File: src/rtl/pipelined_cla_adder_pkg.sv
`default_nettype none
// ============================================================================
// Module  : adder_pkg
// Purpose : Shared constants, flag bundle and geometry check for the
//           pipelined carry-lookahead adder/subtractor.
// Revision: 1.0 - initial release
// ============================================================================
package adder_pkg;

  localparam int c_default_width = 32;
  localparam int c_default_block = 8;

  // Status flags that travel with the final-stage result
  typedef struct packed {
    logic cout;
    logic ovf;
    logic zero;
  } flags_t;

  // Returns 1 when WIDTH splits evenly into BLOCK-bit groups, else 0.
  // The top divides by this value, so a bad geometry stops elaboration.
  function automatic int geometry_guard(input int width, input int block);
    return ((block > 0) && (width >= block) && ((width % block) == 0)) ? 1 : 0;
  endfunction

endpackage
`default_nettype wire

File: src/rtl/pipelined_cla_adder_if.sv
`default_nettype none
// ============================================================================
// Module  : pipelined_cla_adder_if
// Purpose : Operand/result valid-ready stream bundle for the pipelined adder.
//           slave = adder side, master = producer/consumer side.
// Revision: 1.0 - initial release
// ============================================================================
interface pipelined_cla_adder_if #(
  parameter int WIDTH = adder_pkg::c_default_width
);

  logic             in_valid;
  logic             in_ready;
  logic [WIDTH-1:0] in_a;
  logic [WIDTH-1:0] in_b;
  logic             in_cin;
  logic             in_sub;

  logic             out_valid;
  logic             out_ready;
  logic [WIDTH-1:0] out_sum;
  logic             out_cout;
  logic             out_ovf;
  logic             out_zero;

  modport slave (
    input  in_valid, in_a, in_b, in_cin, in_sub, out_ready,
    output in_ready, out_valid, out_sum, out_cout, out_ovf, out_zero
  );

  modport master (
    output in_valid, in_a, in_b, in_cin, in_sub, out_ready,
    input  in_ready, out_valid, out_sum, out_cout, out_ovf, out_zero
  );

endinterface
`default_nettype wire

File: src/rtl/pipelined_cla_adder_cla_block.sv
`default_nettype none
// ============================================================================
// Module  : cla_block
// Purpose : Combinational BLOCK-bit carry-lookahead adder group. Every carry
//           is a flat sum-of-products of generate/propagate terms and cin,
//           so depth grows with BLOCK, not with a ripple chain.
// Revision: 1.0 - initial release
// ============================================================================
module cla_block
  import adder_pkg::*;
#(
  parameter int BLOCK = c_default_block
) (
  input  logic [BLOCK-1:0] a,
  input  logic [BLOCK-1:0] b,
  input  logic             cin,
  output logic [BLOCK-1:0] sum,
  output logic             cout,
  output logic             cmsb
);

  logic [BLOCK-1:0] w_g;
  logic [BLOCK-1:0] w_p;
  logic [BLOCK:0]   w_gen;
  logic [BLOCK:0]   w_c;

  assign w_g   = a & b;
  assign w_p   = a ^ b;
  // Position 0 is the group carry-in, position s+1 is generate of bit s
  assign w_gen = {w_g, cin};

  // Carry i = OR over sources s<=i of (gen[s] AND every propagate from s to i-1)
  always_comb begin
    logic w_term;
    logic w_acc;
    w_c    = '0;
    w_term = 1'b0;
    w_acc  = 1'b0;
    for (int i = 0; i <= BLOCK; i++) begin
      w_acc = 1'b0;
      for (int s = 0; s <= i; s++) begin
        w_term = w_gen[s];
        for (int m = s; m < i; m++) begin
          w_term = w_term & w_p[m];
        end
        w_acc = w_acc | w_term;
      end
      w_c[i] = w_acc;
    end
  end

  assign sum  = w_p ^ w_c[BLOCK-1:0];
  assign cout = w_c[BLOCK];
  assign cmsb = w_c[BLOCK-1];

endmodule
`default_nettype wire

File: src/rtl/pipelined_cla_adder.sv
`default_nettype none
// ============================================================================
// Module  : pipelined_cla_adder
// Purpose : Pipelined carry-lookahead adder/subtractor. One BLOCK-bit group
//           is resolved per stage; the group carry is registered into the
//           next stage. Upper operand groups are skewed down the pipe and
//           finished lower sum groups ride alongside so the whole result
//           leaves together. Valid/ready stream with whole-pipe stall.
// Revision: 1.0 - initial release
// ============================================================================
module pipelined_cla_adder
  import adder_pkg::*;
#(
  parameter int WIDTH = c_default_width,
  parameter int BLOCK = c_default_block
) (
  input  logic                 clk,
  input  logic                 rst,
  pipelined_cla_adder_if.slave bus
);

  // Division by zero here rejects WIDTH values that are not a multiple of BLOCK
  localparam int c_guard  = 1 / geometry_guard(WIDTH, BLOCK);
  localparam int c_nstage = (WIDTH / BLOCK) * c_guard;

  // Stage inputs (operands, carry, lower sum so far) and stage results
  logic [WIDTH-1:0] w_a        [c_nstage];
  logic [WIDTH-1:0] w_b        [c_nstage];
  logic             w_cin      [c_nstage];
  logic [WIDTH-1:0] w_sum_in   [c_nstage];
  logic [WIDTH-1:0] w_sum_out  [c_nstage];
  logic [BLOCK-1:0] w_blk_sum  [c_nstage];
  logic             w_blk_cout [c_nstage];
  logic             w_blk_cmsb [c_nstage];

  logic                w_advance;
  flags_t              w_flags;

  // Stage registers; the last element of each is the visible output beat
  logic [c_nstage-1:0] r_valid;
  logic [WIDTH-1:0]    r_sum [c_nstage];
  flags_t              r_flags;

  // Whole pipeline moves unless a finished beat is waiting on the consumer
  assign w_advance = ~r_valid[c_nstage-1] | bus.out_ready;

  // Operand/carry skew registers exist only when there is more than one stage
  if (c_nstage > 1) begin : g_inner
    logic [WIDTH-1:0] r_a [c_nstage-1];
    logic [WIDTH-1:0] r_b [c_nstage-1];
    logic             r_c [c_nstage-1];

    // Carry operands and the group carry from stage k into stage k+1
    always_ff @(posedge clk or posedge rst) begin
      if (rst) begin
        for (int k = 0; k < c_nstage - 1; k++) begin
          r_a[k] <= '0;
          r_b[k] <= '0;
          r_c[k] <= 1'b0;
        end
      end else if (w_advance) begin
        for (int k = 0; k < c_nstage - 1; k++) begin
          r_a[k] <= w_a[k];
          r_b[k] <= w_b[k];
          r_c[k] <= w_blk_cout[k];
        end
      end
    end
  end

  for (genvar k = 0; k < c_nstage; k++) begin : g_stage
    // Bit positions owned by this stage within the full-width word
    localparam logic [WIDTH-1:0] c_slot = WIDTH'({BLOCK{1'b1}}) << (k * BLOCK);

    if (k == 0) begin : g_head
      // Subtraction is A + ~B + 1; cin only matters in add mode
      assign w_a[k]      = bus.in_a;
      assign w_b[k]      = bus.in_sub ? ~bus.in_b : bus.in_b;
      assign w_cin[k]    = bus.in_sub | bus.in_cin;
      assign w_sum_in[k] = '0;
    end else begin : g_body
      assign w_a[k]      = g_inner.r_a[k-1];
      assign w_b[k]      = g_inner.r_b[k-1];
      assign w_cin[k]    = g_inner.r_c[k-1];
      assign w_sum_in[k] = r_sum[k-1];
    end

    cla_block #(
      .BLOCK (BLOCK)
    ) u_cla (
      .a    (w_a[k][k*BLOCK +: BLOCK]),
      .b    (w_b[k][k*BLOCK +: BLOCK]),
      .cin  (w_cin[k]),
      .sum  (w_blk_sum[k]),
      .cout (w_blk_cout[k]),
      .cmsb (w_blk_cmsb[k])
    );

    // Merge this stage's sum group into the partial result
    assign w_sum_out[k] = (w_sum_in[k] & ~c_slot) |
                          (WIDTH'(w_blk_sum[k]) << (k * BLOCK));
  end

  // Flags come from the top group: overflow is carry-in vs carry-out of the MSB
  assign w_flags = {w_blk_cout[c_nstage-1],
                    w_blk_cmsb[c_nstage-1] ^ w_blk_cout[c_nstage-1],
                    ~|w_sum_out[c_nstage-1]};

  // Valid bits, partial sums and final flags shift together on advance
  always_ff @(posedge clk or posedge rst) begin
    if (rst) begin
      r_valid <= '0;
      r_flags <= '0;
      for (int k = 0; k < c_nstage; k++) begin
        r_sum[k] <= '0;
      end
    end else if (w_advance) begin
      r_valid[0] <= bus.in_valid;
      for (int k = 1; k < c_nstage; k++) begin
        r_valid[k] <= r_valid[k-1];
      end
      for (int k = 0; k < c_nstage; k++) begin
        r_sum[k] <= w_sum_out[k];
      end
      r_flags <= w_flags;
    end
  end

  assign bus.in_ready  = w_advance;
  assign bus.out_valid = r_valid[c_nstage-1];
  assign bus.out_sum   = r_sum[c_nstage-1];
  assign bus.out_cout  = r_flags.cout;
  assign bus.out_ovf   = r_flags.ovf;
  assign bus.out_zero  = r_flags.zero;

endmodule
`default_nettype wire

File: src/flat_wrapper.sv
// flat-port wrapper written by rule: the top's interface ports become plain ports
module pipelined_cla_adder_flat import adder_pkg::*;
#(
  parameter int WIDTH = c_default_width,
  parameter int BLOCK = c_default_block
)
  (clk, rst, bus_in_valid, bus_in_a, bus_in_b, bus_in_cin, bus_in_sub, bus_out_ready, bus_in_ready, bus_out_valid, bus_out_sum, bus_out_cout, bus_out_ovf, bus_out_zero);
  pipelined_cla_adder_if #(.WIDTH(WIDTH)) bus_i ();
  input  logic clk;
  input  logic rst;
  input wire logic [$bits(bus_i.in_valid)-1:0] bus_in_valid;
  input wire logic [$bits(bus_i.in_a)-1:0] bus_in_a;
  input wire logic [$bits(bus_i.in_b)-1:0] bus_in_b;
  input wire logic [$bits(bus_i.in_cin)-1:0] bus_in_cin;
  input wire logic [$bits(bus_i.in_sub)-1:0] bus_in_sub;
  input wire logic [$bits(bus_i.out_ready)-1:0] bus_out_ready;
  output wire logic [$bits(bus_i.in_ready)-1:0] bus_in_ready;
  output wire logic [$bits(bus_i.out_valid)-1:0] bus_out_valid;
  output wire logic [$bits(bus_i.out_sum)-1:0] bus_out_sum;
  output wire logic [$bits(bus_i.out_cout)-1:0] bus_out_cout;
  output wire logic [$bits(bus_i.out_ovf)-1:0] bus_out_ovf;
  output wire logic [$bits(bus_i.out_zero)-1:0] bus_out_zero;
  assign bus_i.in_valid = bus_in_valid;
  assign bus_i.in_a = bus_in_a;
  assign bus_i.in_b = bus_in_b;
  assign bus_i.in_cin = bus_in_cin;
  assign bus_i.in_sub = bus_in_sub;
  assign bus_i.out_ready = bus_out_ready;
  assign bus_in_ready = bus_i.in_ready;
  assign bus_out_valid = bus_i.out_valid;
  assign bus_out_sum = bus_i.out_sum;
  assign bus_out_cout = bus_i.out_cout;
  assign bus_out_ovf = bus_i.out_ovf;
  assign bus_out_zero = bus_i.out_zero;
  pipelined_cla_adder #(.WIDTH(WIDTH), .BLOCK(BLOCK)) u_core (.clk(clk), .rst(rst), .bus(bus_i));
endmodule
File: config.mk
export PLATFORM = sky130hd
export DESIGN_NAME = pipelined_cla_adder_flat
export DESIGN_NICKNAME = d
export VERILOG_FILES = /design/src/rtl/pipelined_cla_adder_pkg.sv /design/src/rtl/pipelined_cla_adder_if.sv /design/src/rtl/pipelined_cla_adder_cla_block.sv /design/src/rtl/pipelined_cla_adder.sv /design/src/flat_wrapper.sv
export SDC_FILE = /design/constraint.sdc
export NUM_CORES = 1
export LEC_CHECK = 0
export CAP_MARGIN = 10
export CORE_AREA = 2 2 132 134
export DETAILED_ROUTE_END_ITERATION = 6
export DIE_AREA = 0 0 134 136
export GPL_TIMING_DRIVEN = 0
export PLACE_DENSITY = 0.77
export SKIP_LAST_GASP = 1
export SYNTH_ARGS = -nofsm -noshare
export SYNTH_HDL_FRONTEND = slang
export SYNTH_HIERARCHICAL = 1
export SYNTH_SLANG_ARGS = --single-unit
File: constraint.sdc
create_clock -name clk -period 6.4 [get_ports clk]
set_input_delay 0.96 -clock clk [delete_from_list [all_inputs] [get_ports clk]]
set_output_delay 0.96 -clock clk [all_outputs]
set_load 0.01 [all_outputs]
-- Yosys cells after proc, flatten, opt, wreduce, memory -nomap -nowiden
Cells that the tools add are included.
- bits in registers: 282
- input bits: 70
- muxes and demuxes: 1
- bitwise logic cells: 308
- reductions and logical operators: 2
- operators with widths (kind ; count):
    $or 1x1->1 ; 146
    $and 1x1->1 ; 144
    $xor 8x8->8 ; 8
    $and 8x8->8 ; 4
    $mux 32 ; 1
    $not 32->32 ; 1
    $or 24x32->32 ; 1
    $reduce_or 32->1 ; 1
    $or 16x24->24 ; 1
    $or 8x16->16 ; 1
    $logic_not 1->1 ; 1
    $not 1->1 ; 1
    $xor 1x1->1 ; 1

-- Longest topological paths before layout
- word-level depth: 19
- mapped depth: 11

-- Hierarchy
Netlist, hierarchy kept.
- modules (own cells, without submodules) (module ; cells an instance ; instances ; area an instance (um^2) ; seq. area each (um^2)):
    pipelined_cla_adder ; 840 ; 1 ; 7646.1 ; 4654.5
    cla_block at u_core.g_stage[1].u_cla ... ; 40 ; 3 ; 346.6 ; 0.0
    cla_block at u_core.g_stage[0].u_cla ; 39 ; 1 ; 364.1 ; 0.0

-- Worst setup path before layout
No wires, ideal clock.
- path kind: input port to flip-flop
- start: input port bus_in_sub
- end: register u_core/r_sum[101] (netlist bit)
- cell stages on the path: 11
- library setup time: 0.116 ns
- slack: 3.458 ns
- path buffers: 2
- arrival time: 2.826 ns
- data required time: 6.284 ns
- cells stage by stage: buf_4 -> buf_4 -> xor2_1 -> ha_1 -> ha_1 -> o211ai_2 -> a21boi_2 -> o21a_1 -> o31a_1 -> nand2_1 -> nand2_1
- RTL lines (what ; line ; source):
    from (decl) ; flat_wrapper.sv:15 ; input wire logic [$bits(bus_i.in_sub)-1:0] bus_in_sub;
    to (signal, indexed assignment) ; pipelined_cla_adder.sv:123 ; r_sum[k] <= w_sum_out[k];
    to (decl) ; pipelined_cla_adder.sv:41 ; logic [WIDTH-1:0] r_sum [c_nstage];

-- Worst setup path after layout
- start: input port bus_out_ready
- end: output port bus_in_ready
- longest elaborated chain between the ends: 1
- RTL lines (what ; line ; source):
    from (decl) ; flat_wrapper.sv:16 ; input wire logic [$bits(bus_i.out_ready)-1:0] bus_out_ready;
    $or 1x1->1 ; pipelined_cla_adder.sv:45 ; assign w_advance = ~r_valid[c_nstage-1] | bus.out_ready;
    to (decl) ; flat_wrapper.sv:17 ; output wire logic [$bits(bus_i.in_ready)-1:0] bus_in_ready;
No other way between the ends.

==> metrics.txt <==
crit-path cells=clkdlybuf4s50_1 > nor2b_4 > buf_6 > inv_4 > buf_2 > clkdlybuf4s50_1; Ports=around 110; core area=about 0.017 mm²; crit start category=input pin; Die X=134 µm; Power Density=489 mW/mm²; Worst slew margin=61.8%; CP most frequent cell=clkdlybuf4s50_1; ANT nets after route=0; Fill cells=1358; DRT iter0 DRCs=~530; routability cong.=~0.83; post-placement cell count=around 1.3k; fin crit share=55.3%; minimum clock period=3.54 ns; syn_area_per_cell=9.07 µm²; worst-margin pin slew=0.572 ns; Core Util, Final=between 60% and 70%; Via density=4.89; status=completed; setup_tns=0 ns; initial core utilization=53.5%; largest net degree at the start of global routing=115; area delta synth->final=21.8%; hold-fix buffers at CTS=0; Worst Hold Class=reg -> reg; Clk pin slew, worst setup/hold paths=0.07 ns; Post-Layout Cell Count=1359; vias=around 6.6k; count of buffer and inverter cells on the critical path=5; Post-Synthesis Cell Area=0.00904 mm²; number of setup violations in the final report=0; CTS tree=done; Slowest-stage cell, CP=clkdlybuf4s50_1; Overflow after GRT=0; Setup Crit Path Kind=in -> out; worst hold margin=approximately 0.46 ns; final hold vios=0; data arrival time of the worst path=around 2.6 ns; Num Clock Sinks=186; Detailed Route WL=around 19000 µm; FP Rows=48; Post-Synthesis Cells=996; Final #Nets=1231; Max VDD drop=0.251 mV; f_max=283 MHz; clk buf depth=2; Inserted Diodes=0; Worst-Skew Late Latency=0.43 ns; # H-tree levels=4; # port buffers=roughly 110; Final Max Tran Viols=0; required time worst endpoint=5.44 ns; Crit. End Element=output pin; synth warn=6; share of cells above drive strength 1=between 10% and 20%; first-pass GRT wire length=31600 µm; Die Ht=136 µm; LEAKAGE=5.57 nW; CTS resizes=0; drt wl/cell=13.8 µm; Worst Path Max Fanout=10; antenna violations before repair=0; Max Cap Viol=0; unrepaired setup endpoints after global routing=false; HPWL Detailed=14000 µm; global-route usage over all layers=about 22%; net count after synthesis=1106; critical path's top delay family=buffers and inverters; CP max stage delay=0.58 ns; drt first pass iters=6; Clock Skews=between 0.01 and 0.015 ns; post-CTS setup buffer count=0; DRC violations left=0; die footprint=roughly 0.018 mm²; vias in the first global route=6516; clk root buf=clkbuf_16; CTS buffer count=17
[tightest hold or removal path: stages (launching register included)]
cell and delay [ns]:
dfrtp_1 0.34, nand2_1 0.05, nand2_1 0.05
[layer usage]
layer	track usage [%]	part of all wire, %
met5	0	0
met4	9.75	3.0
met2	34.6	46
met1	30.1	46
met3	4.70	4.9
[stage by stage]
stage                     cell area [µm²]  power (mW)  setup slack [ns]
after floorplan                      9040        3.61             0.383
after global placement              10400        4.24             -1.86
after detailed placement            10400        4.33              2.87
after CTS                           11000        5.40              2.87
after global routing                11000        5.79              2.80
final                               11000        5.38              2.86
[report_power, final]
part	switching, mW	internal, mW	total [mW]
combinational	1.21	1.10	2.30
sequential	0.333	1.70	2.03
clock	0.445	0.599	1.04
[sequential cells by signal, summed over array words and instances, names as in the netlist]
register,count
u_core/g_inner.r_a,48
u_core/g_inner.r_b,48
u_core/r_sum,48
u_core/bus.out_sum,32
u_core/r_valid,4
u_core/g_inner.r_c,3
u_core/bus.out_cout,1
u_core/bus.out_ovf,1
u_core/bus.out_zero,1
[path summary, 6_finish.rpt]
check,slack (ns),endpoint,startpoint,depth (start not counted)
hold reg to reg,0.46,u_core/r_sum[67]$_DFFE_PP0P_,u_core/r_sum[99]$_DFFE_PP0P_,2
max in group asynchronous,4.50,u_core/bus.out_sum[19]$_DFFE_PP0P_,rst,3
setup reg to reg,3.55,u_core/bus.out_zero$_DFFE_PP0P_,u_core/g_inner.r_a[24]$_DFFE_PP0P_,9
min in group asynchronous,0.99,u_core/g_inner.r_a[95]$_DFFE_PP0P_,rst,2
hold / removal,0.46,u_core/r_sum[67]$_DFFE_PP0P_,u_core/r_sum[99]$_DFFE_PP0P_,2
setup / recovery,2.86,bus_in_ready,bus_out_ready,6
[placed cells by master (no fill, tap or decap), types with 4 or more instances in the layout]
master and n:
clkdlybuf4s50_1 105, o21ai_1 25, o21bai_1 4, inv_1 16
fa_1 4, o21a_1 8, buf_6 12, dfrtp_1 186
nand2b_1 4, nand2_1 512, clkinv_4 4, o21ai_0 4
xnor2_1 35, nor4_1 8, buf_4 44, buf_2 16
o31a_1 4, nand3_1 5, xor2_1 15, clkbuf_16 17
nor2_1 10, a211oi_1 6, ha_1 36, clkinvlp_4 5
[layout make-up]
cell class | count | area, µm² | area share (%)
well taps | 225 | 282 | 2.56
flip-flops and latches | 186 | 4650 | 42.3
repair buffers | 106 | 1080 | 9.80
clock buffers | 20 | 457 | 4.15
plain buffers | 77 | 583 | 5.30
inverters | 18 | 77.6 | 0.705
multi-input cells | 715 | 3730 | 33.9
clock inverters | 12 | 141 | 1.29
(Power assumes the default switching activity.)
